--- src/rtl/order_risk_gate.sv ---
// order_risk_gate: sequential front end for the combinational risk_check stage.
// Takes one new-order or cancel event at a time over valid/ready. It owns the
// accumulated and cancelled totals, commits them only when an event is
// accepted, and returns one accept/reject response for each event.
module order_risk_gate #(
    parameter int W     = 32,
    parameter int CNT_W = 16
) (
    input  logic             clk,
    input  logic             rst_n,
    input  logic             ord_valid,
    output logic             ord_ready,
    input  logic             ord_cancel,
    input  logic [W-1:0]     ord_amount,
    input  logic [W-1:0]     cfg_max,
    input  logic             pos_clear,
    output logic [W-1:0]     rc_accumulated,
    output logic [W-1:0]     rc_cancelled,
    output logic [W-1:0]     rc_amount,
    output logic [W-1:0]     rc_max,
    input  logic             rc_check,
    output logic             resp_valid,
    input  logic             resp_ready,
    output logic             resp_accept,
    output logic [CNT_W-1:0] reject_cnt
);

    typedef enum logic [1:0] {
        S_IDLE  = 2'd0,
        S_CHECK = 2'd1,
        S_RESP  = 2'd2
    } state_t;

    state_t           r_state;
    logic [W-1:0]     r_accum;
    logic [W-1:0]     r_cancelled;
    logic [W-1:0]     r_amount;
    logic             r_accept;
    logic             r_clear_pend;
    logic [CNT_W-1:0] r_reject_cnt;

    state_t           w_state_nxt;
    logic [W-1:0]     w_accum_nxt;
    logic [W-1:0]     w_cancelled_nxt;
    logic [W-1:0]     w_amount_nxt;
    logic             w_accept_nxt;
    logic             w_clear_pend_nxt;
    logic [CNT_W-1:0] w_reject_cnt_nxt;

    logic             w_take;
    logic [W-1:0]     w_headroom;
    logic [W:0]       w_sum;
    logic [W-1:0]     w_accum_sat;
    logic [CNT_W-1:0] w_reject_inc;

    assign w_take     = ord_valid && (r_state == S_IDLE);
    // The invariant cancelled <= accumulated keeps this difference from wrapping.
    assign w_headroom = r_accum - r_cancelled;
    assign w_sum      = {1'b0, r_accum} + {1'b0, r_amount};
    // Pinning the total at all-ones means risk_check never sees a wrapped value.
    assign w_accum_sat  = w_sum[W] ? {W{1'b1}} : w_sum[W-1:0];
    assign w_reject_inc = (&r_reject_cnt) ? r_reject_cnt : r_reject_cnt + 1'b1;

    assign ord_ready      = (r_state == S_IDLE);
    assign resp_valid     = (r_state == S_RESP);
    assign resp_accept    = r_accept;
    assign rc_accumulated = r_accum;
    assign rc_cancelled   = r_cancelled;
    assign rc_amount      = r_amount;
    assign rc_max         = cfg_max;
    assign reject_cnt     = r_reject_cnt;

    // Next-state and datapath decisions for the IDLE -> CHECK/RESP -> IDLE flow.
    always_comb begin
        // NOTE: every target gets a default first so no path can infer a latch.
        w_state_nxt      = r_state;
        w_accum_nxt      = r_accum;
        w_cancelled_nxt  = r_cancelled;
        w_amount_nxt     = r_amount;
        w_accept_nxt     = r_accept;
        w_clear_pend_nxt = r_clear_pend;
        w_reject_cnt_nxt = r_reject_cnt;

        case (r_state)
            S_IDLE: begin
                if (w_take) begin
                    w_amount_nxt     = ord_amount;
                    // A clear that arrives with an event waits until that event has committed.
                    w_clear_pend_nxt = pos_clear;
                    if (ord_cancel) begin
                        // A cancel never goes through risk_check; it is decided here.
                        if (ord_amount <= w_headroom) begin
                            w_cancelled_nxt = r_cancelled + ord_amount;
                            w_accept_nxt    = 1'b1;
                        end else begin
                            w_accept_nxt     = 1'b0;
                            w_reject_cnt_nxt = w_reject_inc;
                        end
                        w_state_nxt = S_RESP;
                    end else begin
                        w_state_nxt = S_CHECK;
                    end
                end else if (pos_clear) begin
                    w_accum_nxt     = '0;
                    w_cancelled_nxt = '0;
                end
            end

            S_CHECK: begin
                if (!rc_check) begin
                    w_accum_nxt  = w_accum_sat;
                    w_accept_nxt = 1'b1;
                end else begin
                    w_accept_nxt     = 1'b0;
                    w_reject_cnt_nxt = w_reject_inc;
                end
                if (pos_clear) begin
                    w_clear_pend_nxt = 1'b1;
                end
                w_state_nxt = S_RESP;
            end

            S_RESP: begin
                if (pos_clear) begin
                    w_clear_pend_nxt = 1'b1;
                end
                if (resp_ready) begin
                    // A deferred clear is applied as the response is consumed.
                    if (r_clear_pend || pos_clear) begin
                        w_accum_nxt     = '0;
                        w_cancelled_nxt = '0;
                    end
                    w_clear_pend_nxt = 1'b0;
                    w_state_nxt      = S_IDLE;
                end
            end

            default: begin
                w_state_nxt = S_IDLE;
            end
        endcase
    end

    // State and datapath registers; reset aborts any event in flight.
    always_ff @(posedge clk or negedge rst_n) begin
        if (!rst_n) begin
            r_state      <= S_IDLE;
            r_accum      <= '0;
            r_cancelled  <= '0;
            r_amount     <= '0;
            r_accept     <= 1'b0;
            r_clear_pend <= 1'b0;
            r_reject_cnt <= '0;
        end else begin
            // NOTE: non-blocking updates let every register see pre-edge values.
            r_state      <= w_state_nxt;
            r_accum      <= w_accum_nxt;
            r_cancelled  <= w_cancelled_nxt;
            r_amount     <= w_amount_nxt;
            r_accept     <= w_accept_nxt;
            r_clear_pend <= w_clear_pend_nxt;
            r_reject_cnt <= w_reject_cnt_nxt;
        end
    end

endmodule

--- config.mk ---
export PLATFORM = sky130hd
export DESIGN_NAME = order_risk_gate
export DESIGN_NICKNAME = d
export VERILOG_FILES = /design/src/rtl/order_risk_gate.sv
export SDC_FILE = /design/constraint.sdc
export NUM_CORES = 1
export LEC_CHECK = 0
export CAP_MARGIN = 5
export CORE_MARGIN = 10
export CORE_UTILIZATION = 35
export DETAILED_ROUTE_END_ITERATION = 8
export GPL_TIMING_DRIVEN = 0
export HOLD_SLACK_MARGIN = 0.12
export MAX_ROUTING_LAYER = met4
export PLACE_DENSITY = 0.68
export SETUP_SLACK_MARGIN = 0.4
export SLEW_MARGIN = 25
export SYNTH_ARGS = -nofsm -noshare
export SYNTH_HDL_FRONTEND = slang
export SYNTH_SLANG_ARGS = --single-unit
--- constraint.sdc ---
create_clock -name clk -period 5 [get_ports clk]
set_clock_uncertainty 0.05 [all_clocks]
set_input_delay 1.5 -clock clk [delete_from_list [all_inputs] [get_ports clk]]
set_output_delay 1.5 -clock clk [all_outputs]
set_load 0.01 [all_outputs]
# [Yosys cells after proc, flatten, opt, wreduce, memory -nomap -nowiden]
# Cells that the tools add are included.
[classes] addsub=4 order_cmp=1 n_eq_ne=14 muxes=30 reduce_logical=14
[op_table] operator="$mux 32" count=9
[op_table] operator="$pmux 32 s3" count=1
[op_table] operator="$mux 16" count=5
[op_table] operator="$pmux 32 s2" count=1
[op_table] operator="$add 32x32->33" count=1
[op_table] operator="$add 32x32->32" count=1
[op_table] operator="$le 32x32->1" count=1
[op_table] operator="$pmux 16 s2" count=1
[op_table] operator="$sub 32x32->32" count=1
[op_table] operator="$add 16x1->16 const B" count=1
[op_table] operator="$reduce_and 16->1" count=1
[op_table] operator="$reduce_and 6->1" count=2
[op_table] operator="$ne 2x1->1 const B" count=5
[op_table] operator="$ne 2x2->1 const B" count=4
[op_table] operator="$mux 1" count=7
[op_table] operator="$mux 2" count=3
[op_table] operator="$pmux 2 s3" count=1
[op_table] operator="$reduce_and 2->1" count=3
[op_table] operator="$reduce_and 5->1" count=1
[op_table] operator="$reduce_bool 2->1" count=2
[op_table] operator="$ne 3x1->1 const B" count=1
[op_table] operator="$ne 3x2->1 const B" count=1
[op_table] operator="$ne 3x3->1 const B" count=1
[op_table] operator="$pmux 1 s3" count=1
[op_table] operator="8 further kinds" count=8
[totals] reg_bits=116 wordCells=70

# [Longest topological paths before layout]
# Gate-level depths: netlist of run 1.
[depth] word_depth=6 depth_mapped=25 ltp_nobuf=24

# [Worst setup path after synthesis of run 1]
# No wires, ideal clock.
[synth_timing] path_kind="reg-to-reg" start="reg r_cancelled[1], in the netlist rc_cancelled[1]" end="reg r_cancelled[31], in the netlist rc_cancelled[31]" setup_time_ps=80 arrival_ps=4762 required_time_ps=4870 path_slack_ps=108 stages_incl_launch_ff=23 synth_period_minus_slack_ps=4892 path_cell_list="dfrtp_1 -> inv_1 -> ha_1 -> nor2b_1 -> o31ai_1 -> a21oi_1 -> a31o_2 -> a21o_1 -> a21o_1 -> a211oi_1 -> o21bai_1 -> a21oi_1 -> xor2_1 -> ha_1 -> a21oi_1 -> o21a_1 -> o221ai_1 -> a211oi_1 -> a21o_1 -> a21oi_1 -> nor4b_2 -> or4b_1 -> o211ai_2"
[synth_via] elab_chain_cells=5 word_cells_on_any_way=9 cone_classes="add/sub: 2; order compare: 1; eq/ne: 1; mux: 4; reduce/logical: 1"
[synth_lines] item="from (decl)" line="36" text="logic [W-1:0] r_cancelled;"
[synth_lines] item="from (signal assigned)" line="158" text="r_cancelled <= w_cancelled_nxt;"
[synth_lines] item="branches (longest 5 deep; another with $sub 32x32->32)"
# Several ways; the timed one is not identified. The select of a mux whose other input is x is not followed.
# A chain may end at the register's enable or synchronous reset.

# [Worst setup path after layout of run 1]
[layout_timing] start="reg r_cancelled[0], in the netlist rc_cancelled[0]" end="reg r_reject_cnt[15], in the netlist reject_cnt[15]"
[layout_via] elab_chain_cells=4
[layout_lines] item="$sub 32x32->32" line="58" text="assign w_headroom = r_accum - r_cancelled;"
[layout_lines] item="$le 32x32->1" line="92" text="if (ord_amount <= w_headroom) begin"
[layout_lines] item="$ne 2x2->1 (no line)"
[layout_lines] item="$reduce_and 5->1 (no line)"
[layout_lines] item="to (signal assigned)" line="162" text="r_reject_cnt <= w_reject_cnt_nxt;"
[layout_lines] item="to (decl)" line="40" text="logic [CNT_W-1:0] r_reject_cnt;"
# Every way passes these cells.

==> flow_summary.json, run 1 <==
{
  "drive_gt1_share_pct": 16.43,
  "startpoint_type": "flop",
  "ys_seq_elements": 116,
  "setup_violations": 9,
  "tightest_slew_ns": 0.7885,
  "p_per_area_nw_per_um2": 874.2,
  "cp-end-kind": "flop",
  "path_delay_family": "compound AO/OA/AOI/OAI gates",
  "grt_overflow": 0,
  "syn-cell-area_um2": 10210,
  "core_um2": 28700,
  "cts_sinks": 116,
  "grt_pass1_wl_mm": 52.99,
  "synthFlopType": "dfrtp_1",
  "crit_type": "reg -> reg",
  "postSynthAreaPerCell_um2": 8.792,
  "clkLatencyLatePin_ns": 0.43,
  "clk_root_buffer_cell": "clkbuf_16",
  "total_power_uw": 12220,
  "violations": "setup timing",
  "io_pins": 218,
  "synth_nets": 1366,
  "drt-total-wl_mm": 34.34,
  "place_hpwl_mm": 26.54,
  "pwr-share-clk_pct": 10.1,
  "arrival_ns": 5.33,
  "postCtsHoldBufs": 0,
  "yosysWarningCount": 0,
  "die_h_um": 190.8,
  "final_common_cell": "clkdlybuf4s50_1",
  "fin_ws_ns": -0.06713,
  "drtPass1Iterations": 8,
  "cts_buffer_depth": 2,
  "cts_buffers": 17,
  "vdd_drop_max_mv": 0.4656,
  "htree_levels": 4,
  "vias": 9594,
  "slowest_delay_ns": 0.41,
  "most-common-layout-cells": "clkdlybuf4s50_1 (184), ha_1 (125), dfrtp_1 (112), nand2_1 (93), a21oi_1 (91)",
  "seq_power_share_pct": 14.0,
  "slew_viol_final": 0,
  "rows": 62,
  "start_util_pct": 35.56,
  "drv_cap": 0,
  "drt_iter0_drc": 568,
  "clk_pin_slew_ns": 0.06,
  "wire_per_inst_um": 18.98,
  "drcViolationCount": 0,
  "run_status": "finished, violations left",
  "worstPathBufferInverterCount": 3,
  "ys_types": 77,
  "grt_use_total_pct": 18.85,
  "internal-power_uw": 6435,
  "place.gp.congestion": 0.9006,
  "synth_edf_count": 0,
  "clock.fmax_mhz": 197.4,
  "min_period_ns": 5.067,
  "pwr-share-comb_pct": 75.9,
  "nFillCells": 2726,
  "cts_tree": "yes",
  "post_dp_cell_area_um2": 12610,
  "grt_pass1_vias": 9495,
  "viasPerCell": 5.303,
  "path_common_cell": "buf_4",
  "syn_inst": 1161,
  "crit_fanout": 5,
  "layout.nets": 1616,
  "hold_class": "reg -> reg",
  "ys_seq_area_share_pct": 28.44,
  "slowest_stage": "dfrtp_1",
  "grt_max_degree": 81,
  "power_leakage_uw": 0.006440,
  "final_antenna_net_count": 0,
  "die_area_um2": 36400,
  "swShare_pct": 47.34,
  "port_buffers": 185,
  "antenna_found_initial": 1,
  "async_flop_share_pct": 100.0,
  "cp.required_ns": 5.26,
  "hold_viol_final": 0,
  "fin_crit_sh_pct": 101.3,
  "design_area_um2": 13980,
  "synthToLayoutAreaGrowth_pct": 36.95,
  "rsz0062_at_grt": "yes",
  "maxSlewHeadroom_pct": 47.43,
  "dieWidth_um": 190.8,
  "switchingPower_uw": 5786
}
-- per-stage QoR --
step	util [%]	setup TNS [ns]	worst slack (ns)	instances	hold WS, ns
final	48.70	-0.2680	-0.06713	1809	0.4400
after global placement	43.83	-324.78	-2.960	1730	0.4254
after detailed placement	43.94	-41.21	-1.262	1731	0.4338
after global routing	48.70	-10.37	-0.2938	1809	0.4781
after floorplan	-	0	0.4270	1161	0.4360
after CTS	48.06	-0.1774	-0.03682	1795	0.4484
-- path summary, 6_finish.rpt --
path                                              from  slack, ns                              to  cells past startpoint
setup / recovery           rc_cancelled[0]$_DFFE_PN0P_      -0.07      reject_cnt[15]$_DFFE_PN0P_                     26
hold / removal              reject_cnt[11]$_DFFE_PN0P_       0.44      reject_cnt[11]$_DFFE_PN0P_                      1
setup reg to reg           rc_cancelled[0]$_DFFE_PN0P_      -0.07      reject_cnt[15]$_DFFE_PN0P_                     26
hold reg to reg             reject_cnt[11]$_DFFE_PN0P_       0.44      reject_cnt[11]$_DFFE_PN0P_                      1
max in group asynchronous                        rst_n       3.28  rc_accumulated[25]$_DFFE_PN0P_                      2
min in group asynchronous                        rst_n       0.88     rc_cancelled[8]$_DFFE_PN0P_                      1
-- kinds of logic (layout without fill, tap and decap cells) --
kind of cell    count (synthesis)  after routing  synth area share (%)
compound gates                387            387                 24.87
simple gates                  277            277                 12.99
fa+ha+maj                     134            134                 16.65
buf+inv                       128            391                 6.068
flops                         116            116                 28.44
xor+xnor                       87             87                 7.465
mux                            32             32                 3.518
other cells                     0              1                     0
-- sequential cells by signal, indices dropped and copies added, names as in the netlist --
register and flops:
r_state 2, rc_amount 32, rc_cancelled 32, resp_accept 1
rc_accumulated 32, r_clear_pend 1, reject_cnt 16
-- layer usage --
layer	GRT usage, %	wire, um	vias up
li1	-	-	4690
met1	24.01	15650	4556
met2	29.54	15890	301
met3	3.877	2187	47
met4	5.572	616	0
met5	-	0	-
-- layout make-up --
type	instances	area, um2	share of cell area, %
multi-input cells	917	6997	50.05
diodes	1	2.502	0.01790
clock inverters	13	125.1	0.8951
repair buffers	231	2300	16.45
well taps	384	480.5	3.437
plain buffers	60	457.9	3.276
inverters	68	255.2	1.826
clock buffers	19	452.9	3.240
flip-flops and latches	116	2908	20.80
-- power by group through the flow --
stage,Combinational [uW],Sequential [uW],Clock (uW)
after floorplan,5530,1700,0
after global placement,7790,1710,0
after detailed placement,7930,1730,0
after CTS,8990,1710,1250
after global routing,10200,1760,1280
final,9270,1710,1230
-- cell usage after synthesis (14+ instances only) --
cell	count	area (um2)
a21o_1	53	397.9
a21oi_1	97	485.5
a22o_1	30	262.8
buf_4	32	240.2
clkbuf_1	20	75.07
dfrtp_1	116	2903
ha_1	131	1639
inv_1	68	255.2
mux2_2	31	349.1
nand2_1	97	364.1
nand3_1	23	115.1
nand4_1	18	112.6
nor2_1	65	244.0
o21a_1	14	105.1
o21ai_0	91	455.4
o21ai_1	19	95.09
xnor2_1	60	525.5
xor2_1	27	236.5
-- what timing repair did --
item | 4_1_cts | 5_1_grt
gates resized for setup | 84 | 16
pin swaps | 40 | 18
endpoints found under the setup margin | 49 | 49
buffers inserted | 31 | 10
gates cloned | 1 | 3
endpoints found under the hold margin | 0 | 0
Note: power is estimated with default switching activity, not from simulation.
==> inputs of run 2 (changes only) <==
--- a/config.mk
+++ b/config.mk
@@ -5,14 +5,14 @@
 export SDC_FILE = /design/constraint.sdc
 export NUM_CORES = 1
 export LEC_CHECK = 0
-export CAP_MARGIN = 5
+export CAP_MARGIN = 20
 export CORE_MARGIN = 10
 export CORE_UTILIZATION = 35
 export DETAILED_ROUTE_END_ITERATION = 8
 export GPL_TIMING_DRIVEN = 0
 export HOLD_SLACK_MARGIN = 0.12
 export MAX_ROUTING_LAYER = met4
-export PLACE_DENSITY = 0.68
+export PLACE_DENSITY = 0.66
 export SETUP_SLACK_MARGIN = 0.4
 export SLEW_MARGIN = 25
 export SYNTH_ARGS = -nofsm -noshare
==> constraint.sdc (replaced) <==
create_clock -name clk -period 6.35 [get_ports clk]
set_clock_uncertainty 0.05 [all_clocks]
set_input_delay 1.905 -clock clk [delete_from_list [all_inputs] [get_ports clk]]
set_output_delay 1.905 -clock clk [all_outputs]
set_load 0.01 [all_outputs]
==> run 2 against run 1 <==
The run now ends clean. Power decreased by 29%. Fmax is 8.6% lower. Count of clock-buffer cells in the layout decreased by 2. Critical path depth shrank 5. Combinational power decreased by 31%. Critical path type unchanged. Critical endpoint is now rc_cancelled[25]$_DFFE_PN0P_.
==> flow_summary.json, run 2 (same netlist as run 1, synthesis figures left out) <==
{
  "run_status": "complete, no violations",
  "clk_root_buffer_cell": "clkbuf_16",
  "hold_class": "reg -> reg",
  "slowest_stage": "o41ai_2",
  "synthToLayoutAreaGrowth_pct": 29.54,
  "htree_levels": 4,
  "use_met3_pct": 3.859,
  "internal-power_uw": 4454,
  "crit_type": "reg -> reg",
  "rsz0062_at_grt": "no",
  "min_period_ns": 5.541,
  "startpoint_type": "flop",
  "place.gp.congestion": 0.9126,
  "place_hpwl_mm": 25.99,
  "cts_buffers": 17,
  "die_area_um2": 36400,
  "port_buffers": 185,
  "grt_use_total_pct": 17.85,
  "clkLatencyLatePin_ns": 0.42,
  "cp.required_ns": 6.65,
  "cts_buffer_depth": 2,
  "cts_tree": "yes",
  "dieWidth_um": 190.8,
  "crit_chain": "ha_1 -> nor2b_1 -> o2111a_1 -> o41ai_2 -> a211o_1 -> a21oi_1 -> o2111ai_1 -> a21oi_1 -> o31a_1 -> nor2_1 -> xor2_1 -> ha_1 -> nand4_1 -> nor2_1 -> o21ai_0 -> a21o_1 -> a21oi_2 -> nor2_1 -> o21ai_4 -> clkbuf_2 -> a22o_1",
  "pwr-share-clk_pct": 11.0,
  "pwr-share-comb_pct": 73.5,
  "maxSlewHeadroom_pct": 47.29,
  "grt_util_met2_pct": 27.77,
  "final_antenna_net_count": 0,
  "n_antenna_cell": 0,
  "grt_pass1_vias": 9016,
  "layout.nets": 1574,
  "die_h_um": 190.8,
  "slew_viol_final": 0,
  "cts_sinks": 116,
  "slowest_delay_ns": 0.49,
  "path_common_cell": "nor2_1",
  "viasPerCell": 5.204,
  "finalSetupTns_ns": 0,
  "postCtsHoldBufs": 0,
  "drtPass1Iterations": 5,
  "setup_violations": 0,
  "worstPathBufferInverterCount": 1,
  "switchingPower_uw": 4191,
  "cp-end-kind": "flop",
  "vdd_drop_max_mv": 0.3905,
  "drcViolationCount": 0,
  "tightest_slew_ns": 0.7907,
  "total_power_uw": 8644,
  "final_core_util_pct": 46.07,
  "p_per_area_nw_per_um2": 653.8,
  "drive_gt1_share_pct": 10.64,
  "grt_util_met1_pct": 23.36,
  "crit_fanout": 10,
  "power_leakage_uw": 0.006108,
  "clock.fmax_mhz": 180.5,
  "seq_power_share_pct": 15.5,
  "grt_max_degree": 70,
  "drt-total-wl_mm": 32.22,
  "drv_cap": 0,
  "clk_pin_slew_ns": 0.06,
  "antenna_found_initial": 0,
  "io_pins": 218,
  "wire_per_inst_um": 18.25,
  "hold_viol_final": 0,
  "final_common_cell": "clkdlybuf4s50_1",
  "most-common-layout-cells": "clkdlybuf4s50_1 (184), ha_1 (131), dfrtp_1 (115), nand2_1 (97), a21oi_1 (95)",
  "grt_pass1_wl_mm": 50.18,
  "start_util_pct": 35.56,
  "fin_crit_sh_pct": 87.26,
  "nFillCells": 2809,
  "drt_iter0_drc": 504,
  "arrival_ns": 5.85,
  "vias": 9191,
  "path_delay_family": "compound AO/OA/AOI/OAI gates",
  "swShare_pct": 48.48,
  "core_um2": 28700,
  "grt_most_used_layer": "met2",
  "rows": 62,
  "grt_overflow": 0
}
-- run 2: cell types whose count changed in the layout (fill, tap and decap cells not counted), moves of 5 or more --
cell / delta
o21ai_0: +5
buf_4: -33
ha_1: +6
ha_4: -6
o21ai_1: -5
-- run 2: area by class of cell --
| type | count | area (um2) | area share (%) |
|---|---|---|---|
| flip-flops and latches | 116 | 2904 | 21.96 |
| plain buffers | 60 | 372.9 | 2.820 |
| inverters | 68 | 255.2 | 1.930 |
| repair buffers | 189 | 1907 | 14.42 |
| multi-input cells | 917 | 6731 | 50.91 |
| clock buffers | 17 | 425.4 | 3.217 |
| well taps | 384 | 480.5 | 3.634 |
| clock inverters | 15 | 146.4 | 1.107 |
-- run 2: routing by layer --
metal | vias to the layer above | wire length, um
li1 | 4622 | -
met1 | 4306 | 15300
met2 | 241 | 14560
met3 | 22 | 1963
met4 | 0 | 406
met5 | - | 0
-- run 2: per-stage QoR --
| step | area [um2] | cells | hold slack, ns | setup slack [ns] |
|---|---|---|---|---|
| global placement | 12540 | 1730 | 0.4236 | -1.652 |
| finish | 13220 | 1766 | 0.4356 | 0.8087 |
| CTS | 13200 | 1766 | 0.4372 | 0.4701 |
| detailed placement | 12570 | 1731 | 0.4280 | -0.2192 |
| global route | 13220 | 1766 | 0.4696 | 0.4249 |
| floorplan | 10210 | 1161 | 0.4360 | 1.458 |
-- run 2: repair_timing --
| action | CTS | global route |
|---|---|---|
| setup endpoints to repair | 32 | 41 |
| pin swaps | 1 | 0 |
| buffers inserted | 3 | 0 |
| gates resized for setup | 9 | 8 |
-- run 2: path summary, 6_finish.rpt --
kind	from	to	slack [ns]	cells after the start
min reg2reg	reject_cnt[11]$_DFFE_PN0P_	reject_cnt[11]$_DFFE_PN0P_	0.44	1
min	reject_cnt[11]$_DFFE_PN0P_	reject_cnt[11]$_DFFE_PN0P_	0.44	1
max reg2reg	rc_accumulated[2]$_DFFE_PN0P_	rc_cancelled[25]$_DFFE_PN0P_	0.81	21
max	rc_accumulated[2]$_DFFE_PN0P_	rc_cancelled[25]$_DFFE_PN0P_	0.81	21
max in group asynchronous	rst_n	reject_cnt[10]$_DFFE_PN0P_	4.17	2
min in group asynchronous	rst_n	rc_cancelled[8]$_DFFE_PN0P_	1.39	1
-- run 2: power by group through the flow --
stage          clock network [uW]  logic [uW]  registers, uW
5_1_grt                      1000        7120           1370
4_1_cts                       972        6300           1340
3_5_place_dp                    0        6160           1350
2_1_floorplan                   0        4300           1340
3_3_place_gp                    0        6080           1350
6_report                      953        6360           1340
